File: src/rtl/fw_rule_matcher_if.sv
// Header-in / result-out handshake bundle between the packet dispatcher
// (master) and the firewall rule matcher (slave).
interface fw_rule_matcher_if #(
    parameter int HEADER_BIT = 104,
    parameter int SLOT_WIDTH = 4,
    parameter int IDX_WIDTH  = 4
);
    logic                  hdr_valid;
    logic                  hdr_ready;
    logic [HEADER_BIT-1:0] hdr_data;
    logic [SLOT_WIDTH-1:0] hdr_slot;
    logic                  res_valid;
    logic                  res_ready;
    logic                  res_unsafe;
    logic [SLOT_WIDTH-1:0] res_slot;
    logic                  res_hit;
    logic [IDX_WIDTH-1:0]  res_hit_idx;

    // dispatcher side: offers headers, consumes results
    modport master (
        output hdr_valid, hdr_data, hdr_slot, res_ready,
        input  hdr_ready, res_valid, res_unsafe, res_slot, res_hit, res_hit_idx
    );

    // matcher side: accepts headers, produces results
    modport slave (
        input  hdr_valid, hdr_data, hdr_slot, res_ready,
        output hdr_ready, res_valid, res_unsafe, res_slot, res_hit, res_hit_idx
    );
endinterface

File: src/rtl/fw_rule_matcher.sv
// Firewall rule matcher: takes one 5-tuple header plus slot tag, scans a
// programmable value/mask rule table one entry per cycle (lowest index wins)
// and returns unsafe/hit/index together with the echoed slot tag.
module fw_rule_matcher #(
    parameter int HEADER_BIT     = 104,
    parameter int SLOT_WIDTH     = 4,
    parameter int NUM_RULES      = 8,
    parameter int IDX_WIDTH      = 4,
    parameter bit DEFAULT_UNSAFE = 1'b0
) (
    input  logic                  clk,
    input  logic                  reset,
    fw_rule_matcher_if.slave      bus,
    input  logic                  rule_wr_en,
    input  logic [IDX_WIDTH-1:0]  rule_wr_idx,
    input  logic [HEADER_BIT-1:0] rule_wr_value,
    input  logic [HEADER_BIT-1:0] rule_wr_mask,
    input  logic                  rule_wr_action,
    input  logic                  rule_wr_valid,
    input  logic                  rule_clear
);

    typedef enum logic [1:0] {
        IDLE,
        SCAN,
        RESULT
    } state_t;

    state_t                state_q, state_d;
    logic [HEADER_BIT-1:0] hdr_q, hdr_d;
    logic [SLOT_WIDTH-1:0] slot_q, slot_d;
    logic [IDX_WIDTH-1:0]  idx_q, idx_d;
    logic                  unsafe_q, unsafe_d;
    logic                  hit_q, hit_d;
    logic [IDX_WIDTH-1:0]  hit_idx_q, hit_idx_d;

    logic [HEADER_BIT-1:0] value_q [NUM_RULES];
    logic [HEADER_BIT-1:0] value_d [NUM_RULES];
    logic [HEADER_BIT-1:0] mask_q  [NUM_RULES];
    logic [HEADER_BIT-1:0] mask_d  [NUM_RULES];
    logic [NUM_RULES-1:0]  action_q, action_d;
    logic [NUM_RULES-1:0]  valid_q, valid_d;

    logic [NUM_RULES-1:0]  match_vec;
    logic                  cur_match;
    logic                  cur_action;
    logic                  last_entry;

    // Rule table update: clear beats write, out-of-range indices hit no entry
    always_comb begin
        value_d  = value_q;
        mask_d   = mask_q;
        action_d = action_q;
        valid_d  = valid_q;
        if (rule_clear) begin
            valid_d = '0;
        end else if (rule_wr_en) begin
            for (int i = 0; i < NUM_RULES; i++) begin
                if (rule_wr_idx == IDX_WIDTH'(i)) begin
                    value_d[i]  = rule_wr_value;
                    mask_d[i]   = rule_wr_mask;
                    action_d[i] = rule_wr_action;
                    valid_d[i]  = rule_wr_valid;
                end
            end
        end
    end

    // Rule table storage; only the valid bits matter after reset
    always_ff @(posedge clk or posedge reset) begin
        if (reset) begin
            for (int i = 0; i < NUM_RULES; i++) begin
                value_q[i] <= '0;
                mask_q[i]  <= '0;
            end
            action_q <= '0;
            valid_q  <= '0;
        end else begin
            value_q  <= value_d;
            mask_q   <= mask_d;
            action_q <= action_d;
            valid_q  <= valid_d;
        end
    end

    // Per-entry masked compare against the captured header
    always_comb begin
        match_vec = '0;
        for (int i = 0; i < NUM_RULES; i++) begin
            match_vec[i] = valid_q[i] && (((hdr_q ^ value_q[i]) & mask_q[i]) == '0);
        end
    end

    // Pick out the entry currently under scan
    always_comb begin
        cur_match  = 1'b0;
        cur_action = 1'b0;
        for (int i = 0; i < NUM_RULES; i++) begin
            if (idx_q == IDX_WIDTH'(i)) begin
                cur_match  = match_vec[i];
                cur_action = action_q[i];
            end
        end
    end

    assign last_entry = (idx_q == IDX_WIDTH'(NUM_RULES - 1));

    // Scan FSM next-state and result latching
    always_comb begin
        state_d   = state_q;
        hdr_d     = hdr_q;
        slot_d    = slot_q;
        idx_d     = idx_q;
        unsafe_d  = unsafe_q;
        hit_d     = hit_q;
        hit_idx_d = hit_idx_q;
        case (state_q)
            IDLE: begin
                if (bus.hdr_valid) begin
                    hdr_d   = bus.hdr_data;
                    slot_d  = bus.hdr_slot;
                    idx_d   = '0;
                    state_d = SCAN;
                end
            end
            SCAN: begin
                if (cur_match) begin
                    unsafe_d  = cur_action;
                    hit_d     = 1'b1;
                    hit_idx_d = idx_q;
                    state_d   = RESULT;
                end else if (last_entry) begin
                    unsafe_d  = DEFAULT_UNSAFE;
                    hit_d     = 1'b0;
                    hit_idx_d = '0;
                    state_d   = RESULT;
                end else begin
                    idx_d = idx_q + IDX_WIDTH'(1);
                end
            end
            RESULT: begin
                if (bus.res_ready) begin
                    state_d = IDLE;
                end
            end
            default: begin
                state_d = IDLE;
            end
        endcase
    end

    // FSM and transaction registers; reset drops any in-flight header
    always_ff @(posedge clk or posedge reset) begin
        if (reset) begin
            state_q   <= IDLE;
            hdr_q     <= '0;
            slot_q    <= '0;
            idx_q     <= '0;
            unsafe_q  <= 1'b0;
            hit_q     <= 1'b0;
            hit_idx_q <= '0;
        end else begin
            state_q   <= state_d;
            hdr_q     <= hdr_d;
            slot_q    <= slot_d;
            idx_q     <= idx_d;
            unsafe_q  <= unsafe_d;
            hit_q     <= hit_d;
            hit_idx_q <= hit_idx_d;
        end
    end

    assign bus.hdr_ready   = (state_q == IDLE) && !reset;
    assign bus.res_valid   = (state_q == RESULT);
    assign bus.res_unsafe  = unsafe_q;
    assign bus.res_slot    = slot_q;
    assign bus.res_hit     = hit_q;
    assign bus.res_hit_idx = hit_idx_q;

endmodule

File: src/flat_wrapper.sv
// flat-port wrapper written by rule: the top's interface ports become plain ports
module fw_rule_matcher_flat 
#(
    parameter int HEADER_BIT     = 104,
    parameter int SLOT_WIDTH     = 4,
    parameter int NUM_RULES      = 8,
    parameter int IDX_WIDTH      = 4,
    parameter bit DEFAULT_UNSAFE = 1'b0
)
  (clk, reset, rule_wr_en, rule_wr_idx, rule_wr_value, rule_wr_mask, rule_wr_action, rule_wr_valid, rule_clear, bus_hdr_valid, bus_hdr_data, bus_hdr_slot, bus_res_ready, bus_hdr_ready, bus_res_valid, bus_res_unsafe, bus_res_slot, bus_res_hit, bus_res_hit_idx);
  fw_rule_matcher_if #(.HEADER_BIT(HEADER_BIT), .SLOT_WIDTH(SLOT_WIDTH), .IDX_WIDTH(IDX_WIDTH)) bus_i ();
  input  logic clk;
  input  logic reset;
  input  logic rule_wr_en;
  input  logic [IDX_WIDTH-1:0] rule_wr_idx;
  input  logic [HEADER_BIT-1:0] rule_wr_value;
  input  logic [HEADER_BIT-1:0] rule_wr_mask;
  input  logic rule_wr_action;
  input  logic rule_wr_valid;
  input  logic rule_clear;
  input wire logic [$bits(bus_i.hdr_valid)-1:0] bus_hdr_valid;
  input wire logic [$bits(bus_i.hdr_data)-1:0] bus_hdr_data;
  input wire logic [$bits(bus_i.hdr_slot)-1:0] bus_hdr_slot;
  input wire logic [$bits(bus_i.res_ready)-1:0] bus_res_ready;
  output wire logic [$bits(bus_i.hdr_ready)-1:0] bus_hdr_ready;
  output wire logic [$bits(bus_i.res_valid)-1:0] bus_res_valid;
  output wire logic [$bits(bus_i.res_unsafe)-1:0] bus_res_unsafe;
  output wire logic [$bits(bus_i.res_slot)-1:0] bus_res_slot;
  output wire logic [$bits(bus_i.res_hit)-1:0] bus_res_hit;
  output wire logic [$bits(bus_i.res_hit_idx)-1:0] bus_res_hit_idx;
  assign bus_i.hdr_valid = bus_hdr_valid;
  assign bus_i.hdr_data = bus_hdr_data;
  assign bus_i.hdr_slot = bus_hdr_slot;
  assign bus_i.res_ready = bus_res_ready;
  assign bus_hdr_ready = bus_i.hdr_ready;
  assign bus_res_valid = bus_i.res_valid;
  assign bus_res_unsafe = bus_i.res_unsafe;
  assign bus_res_slot = bus_i.res_slot;
  assign bus_res_hit = bus_i.res_hit;
  assign bus_res_hit_idx = bus_i.res_hit_idx;
  fw_rule_matcher #(.HEADER_BIT(HEADER_BIT), .SLOT_WIDTH(SLOT_WIDTH), .NUM_RULES(NUM_RULES), .IDX_WIDTH(IDX_WIDTH), .DEFAULT_UNSAFE(DEFAULT_UNSAFE)) u_core (.clk(clk), .reset(reset), .bus(bus_i), .rule_wr_en(rule_wr_en), .rule_wr_idx(rule_wr_idx), .rule_wr_value(rule_wr_value), .rule_wr_mask(rule_wr_mask), .rule_wr_action(rule_wr_action), .rule_wr_valid(rule_wr_valid), .rule_clear(rule_clear));
endmodule
File: config.mk
export PLATFORM = sky130hd
export DESIGN_NAME = fw_rule_matcher_flat
export DESIGN_NICKNAME = d
export VERILOG_FILES = /design/src/rtl/fw_rule_matcher_if.sv /design/src/rtl/fw_rule_matcher.sv /design/src/flat_wrapper.sv
export SDC_FILE = /design/constraint.sdc
export NUM_CORES = 2
export LEC_CHECK = 0
export ABC_CLOCK_PERIOD_IN_PS = 70000
export CAP_MARGIN = 10
export CORE_MARGIN = 2
export CORE_UTILIZATION = 61
export CTS_CLUSTER_DIAMETER = 50
export DETAILED_ROUTE_END_ITERATION = 10
export PLACE_DENSITY = 0.85
export SETUP_SLACK_MARGIN = 0.3
export SLEW_MARGIN = 20
export SYNTH_ARGS = -nofsm -noshare
export SYNTH_HDL_FRONTEND = slang
export SYNTH_SLANG_ARGS = --single-unit
File: constraint.sdc
create_clock -name clk -period 70 [get_ports clk]
set_input_delay 10.5 -clock clk [delete_from_list [all_inputs] [get_ports clk]]
set_output_delay 10.5 -clock clk [all_outputs]
set_load 0.01 [all_outputs]
==> summary.md <==
| Metric | Value |
|---|---|
| Maximum clock insertion buffer count | `3` |
| Commonest non-fill, non-tap cell in the layout | `dfrtp_1` |
| Post-synth top area share | `57.4%` |
| Worst r2r src | `u_core.hdr_q[93]$_DFFE_PP0P_` |
| DRC errors left | `0` |
| Setup-failing EPs final | `0` |
| FF-to-FF End | `u_core.idx_q[0]$_DFFE_PP0P_` |
| Slew headroom | `11.7%` |
| Max-slew violations | `0` |
| Root buf cell | `clkbuf_16` |
| Post-CTS Hold Fix Bufs | `0` |
| Cells after Synth | `5,619` |
| Count of max-cap constraint violations | `0` |
| Status | `finished, violations left` |
| Chip height | `363 um` |
| CP Data Arrival Time | `11.75 ns` |
| RSZ-0062 raised after global routing | `false` |
| Worst clock skew | `0.0266 ns` |
| P_sw | `1.32 mW` |
| Unique masters post-synth | `44` |
| Yosys reg bits | `1,800` |
| GRT Total Usage | `44.3%` |
| Pin count of the biggest net entering global routing | `185` |
| Clk sinks | `1,800` |
| Wire length of the first global-routing pass | `398 mm` |
| DP Cell Count | `7,406` |
| Later-pin clock latency in the skew report | `0.84 ns` |
| Clock H-tree levels | `4` |
| Syn Area/Cell | `14.0 um2` |
| Syn Nets | `5,951` |
| Nets | `6,271` |
| Mapped cell area | `78,500 um2` |
| CTS Buf Count | `183` |
| Total Wirelength | `292 mm` |
| FP Rows | `131` |
| CP Data Required Time | `59.50 ns` |
| Synth area leader | `dfrtp_1` |
| Prevailing post-synth register cell | `dfrtp_1` |
| Crit end category | `primary output` |
| Worst-path maximum fanout | `2` |
| Comb power frac | `29.7%` |
| WL/cell | `37.5 um` |
| Cell-internal power | `2.21 mW` |
| Initial antenna violation count | `39` |
| Via/cell ratio | `6.79` |
| VDD IR max | `0.0302 mV` |
| Core area | `128,000 um2` |
| Sw Ratio | `37.3%` |
| Most frequent cells in the layout | `dfrtp_1, mux2_2, xor2_1, a22oi_1, nand2_1` |
| Hold Fails Final Rpt | `0` |
| Post-route ant nets | `1` |
| Hold Crit Depth | `2` |
| Post-synth EDFFs | `0` |
| CTS tree | `done` |
| DR vias | `52,800` |
| Startpoint Class | `primary input` |
| Worst setup path category | `in -> out` |
| Area grow syn2layout | `14.3%` |
| Pleak | `43.3 nW` |
| Final HPWL DP | `201 mm` |
| Initial Util | `61.5%` |
| Die Wd | `363 um` |
| Clock power share | `28.1%` |
| Clock transition at path regs | `0.06 ns` |
| Initial DRC count | `7,628` |
| Initial DRT Pass Iterations | `6` |
| Pwr dens | `39.3 nW/um2` |
| Post-CTS sizing | `0` |
| Max Fclk | `0.0449 GHz` |
| Routability cong. | `1.04` |
| Hold_sp | `u_core.bus.res_slot[1]$_DFFE_PP0P_` |
| Ys async rst share | `100%` |
| Die area | `132,000 um2` |
| Seq pwr share | `42.3%` |
| R2R cell count | `11` |
| Synthesis Warnings | `0` |
| Setup TNS | `0 ns` |
| Share of layout cells above drive strength 1 | `34.2%` |
| HP Class | `reg -> reg` |
| Synth top area cells | `dfrtp_1, mux2_2, xor2_1` |
| Vias in the first global route | `51,800` |
| GRT overflow | `0` |
| Worst hold endpoint | `u_core.bus.res_slot[1]$_DFFE_PP0P_` |
| Port bufs | `339` |
| Post-layout min period | `22.25 ns` |
| Fill cell count | `8,340` |
| Slew @ Worst Pin | `1.32 ns` |
| Fin cells | `7,770` |
| Worst reg-to-reg setup slack | `65.24 ns` |
| Register area share after synthesis | `57.4%` |
| Final period util | `31.8%` |
| Util after Layout | `70.3%` |
| Io pins | `340` |
| Failing checks | `antenna violations` |
| Setup Buffers After CTS | `0` |
==> per-stage QoR <==
step                      hold slack (ns)  worst slack [ns]  power (mW)  instance area, um2
after detailed placement            0.461             47.75        2.48               83500
after floorplan                     0.475              8.68        1.99               78500
after global placement              0.461             47.63        2.44               83500
final                               0.474             47.75        3.53               89800
after CTS                           0.475             47.74        3.46               89500
after global routing                0.502             47.70        3.60               89700
==> final cells by class <==
cell class,instances,area [um2],area share (%)
sequential,1800,45000,50.2
multi-input combinational,3493,32100,35.8
clock buffer,273,5360,5.97
timing repair buffer,452,4370,4.86
tap,1662,2080,2.32
clock inverter,53,693,0.772
antenna,28,70.1,0.0781
inverter,9,41.3,0.0460
==> registers in the layout, indices dropped and copies added (netlist names) <==
register and flops:
u_core.hdr_q 104, u_core.idx_q 4, u_core.value_q 832, u_core.mask_q 832
u_core.state_q 2, u_core.bus.res_hit 1, u_core.bus.res_hit_idx 4, u_core.action_q 8
u_core.bus.res_slot 4, u_core.bus.res_unsafe 1, u_core.valid_q 8
==> cells by family (layout without fill, tap and decap cells) <==
family | after synthesis | count (layout) | share of synthesized area [%]
simple gates | 534 | 534 | 3.06
mux | 1681 | 1681 | 24.1
xor+xnor | 832 | 832 | 9.28
other cells | 0 | 28 | 0
buf+inv | 326 | 787 | 1.81
compound gates | 442 | 442 | 4.30
fa+ha+maj | 4 | 4 | 0.0637
flops | 1800 | 1800 | 57.4
==> power groups by stage <==
| stage | logic [mW] | registers (mW) | clock network (mW) |
|---|---|---|---|
| detailed placement | 0.983 | 1.49 | 0 |
| finish | 1.05 | 1.49 | 0.991 |
| global placement | 0.962 | 1.48 | 0 |
| CTS | 0.996 | 1.48 | 0.990 |
| floorplan | 0.614 | 1.38 | 0 |
| global route | 1.06 | 1.50 | 1.04 |
==> synthesized netlist by cell type, drive strengths merged, types with 2 or more instances <==
master,count
dfrtp,1800
mux2,1675
xor2,832
nand2,359
a22oi,358
clkbuf,204
buf,113
nand4,101
a221oi,24
a22o,23
nor4,22
nand3,13
nor2,13
a21oi,11
inv,9
a222oi,7
mux2i,6
o21ai,6
nor3,5
and2,4
and3,4
ha,4
nor2b,4
nand2b,3
o31ai,3
a211o,2
nor4b,2
o211ai,2
o31a,2
==> how the worst max path moves through the flow <==
stage / start / slack [ns] / depth (start not counted) / endpoint
after floorplan: reset / 8.68 / 1 / u_core.action_q[0]$_DFFE_PP0P_
after global placement: reset / 47.63 / 3 / bus_hdr_ready
after detailed placement: reset / 47.75 / 3 / bus_hdr_ready
after CTS: reset / 47.74 / 3 / bus_hdr_ready
after global routing: reset / 47.70 / 3 / bus_hdr_ready
final: reset / 47.75 / 3 / bus_hdr_ready
==> per-layer routing <==
metal / share of wire, % / global-route usage, % / up-vias
met3: 13 / 15.9 / 967
met4: 9.1 / 34.1 / 12
met1: 35 / 55.8 / 27500
met5: 0.032 / 0 / -
met2: 42 / 62.5 / 3685
li1: - / - / 20600
==> worst max-delay path, stage by stage <==
cell,delay [ns]
clkdlybuf4s50_1,0.51
nor3_1,0.17
clkdlybuf4s50_1,0.57
Note: power is estimated with default switching activity, not from simulation.
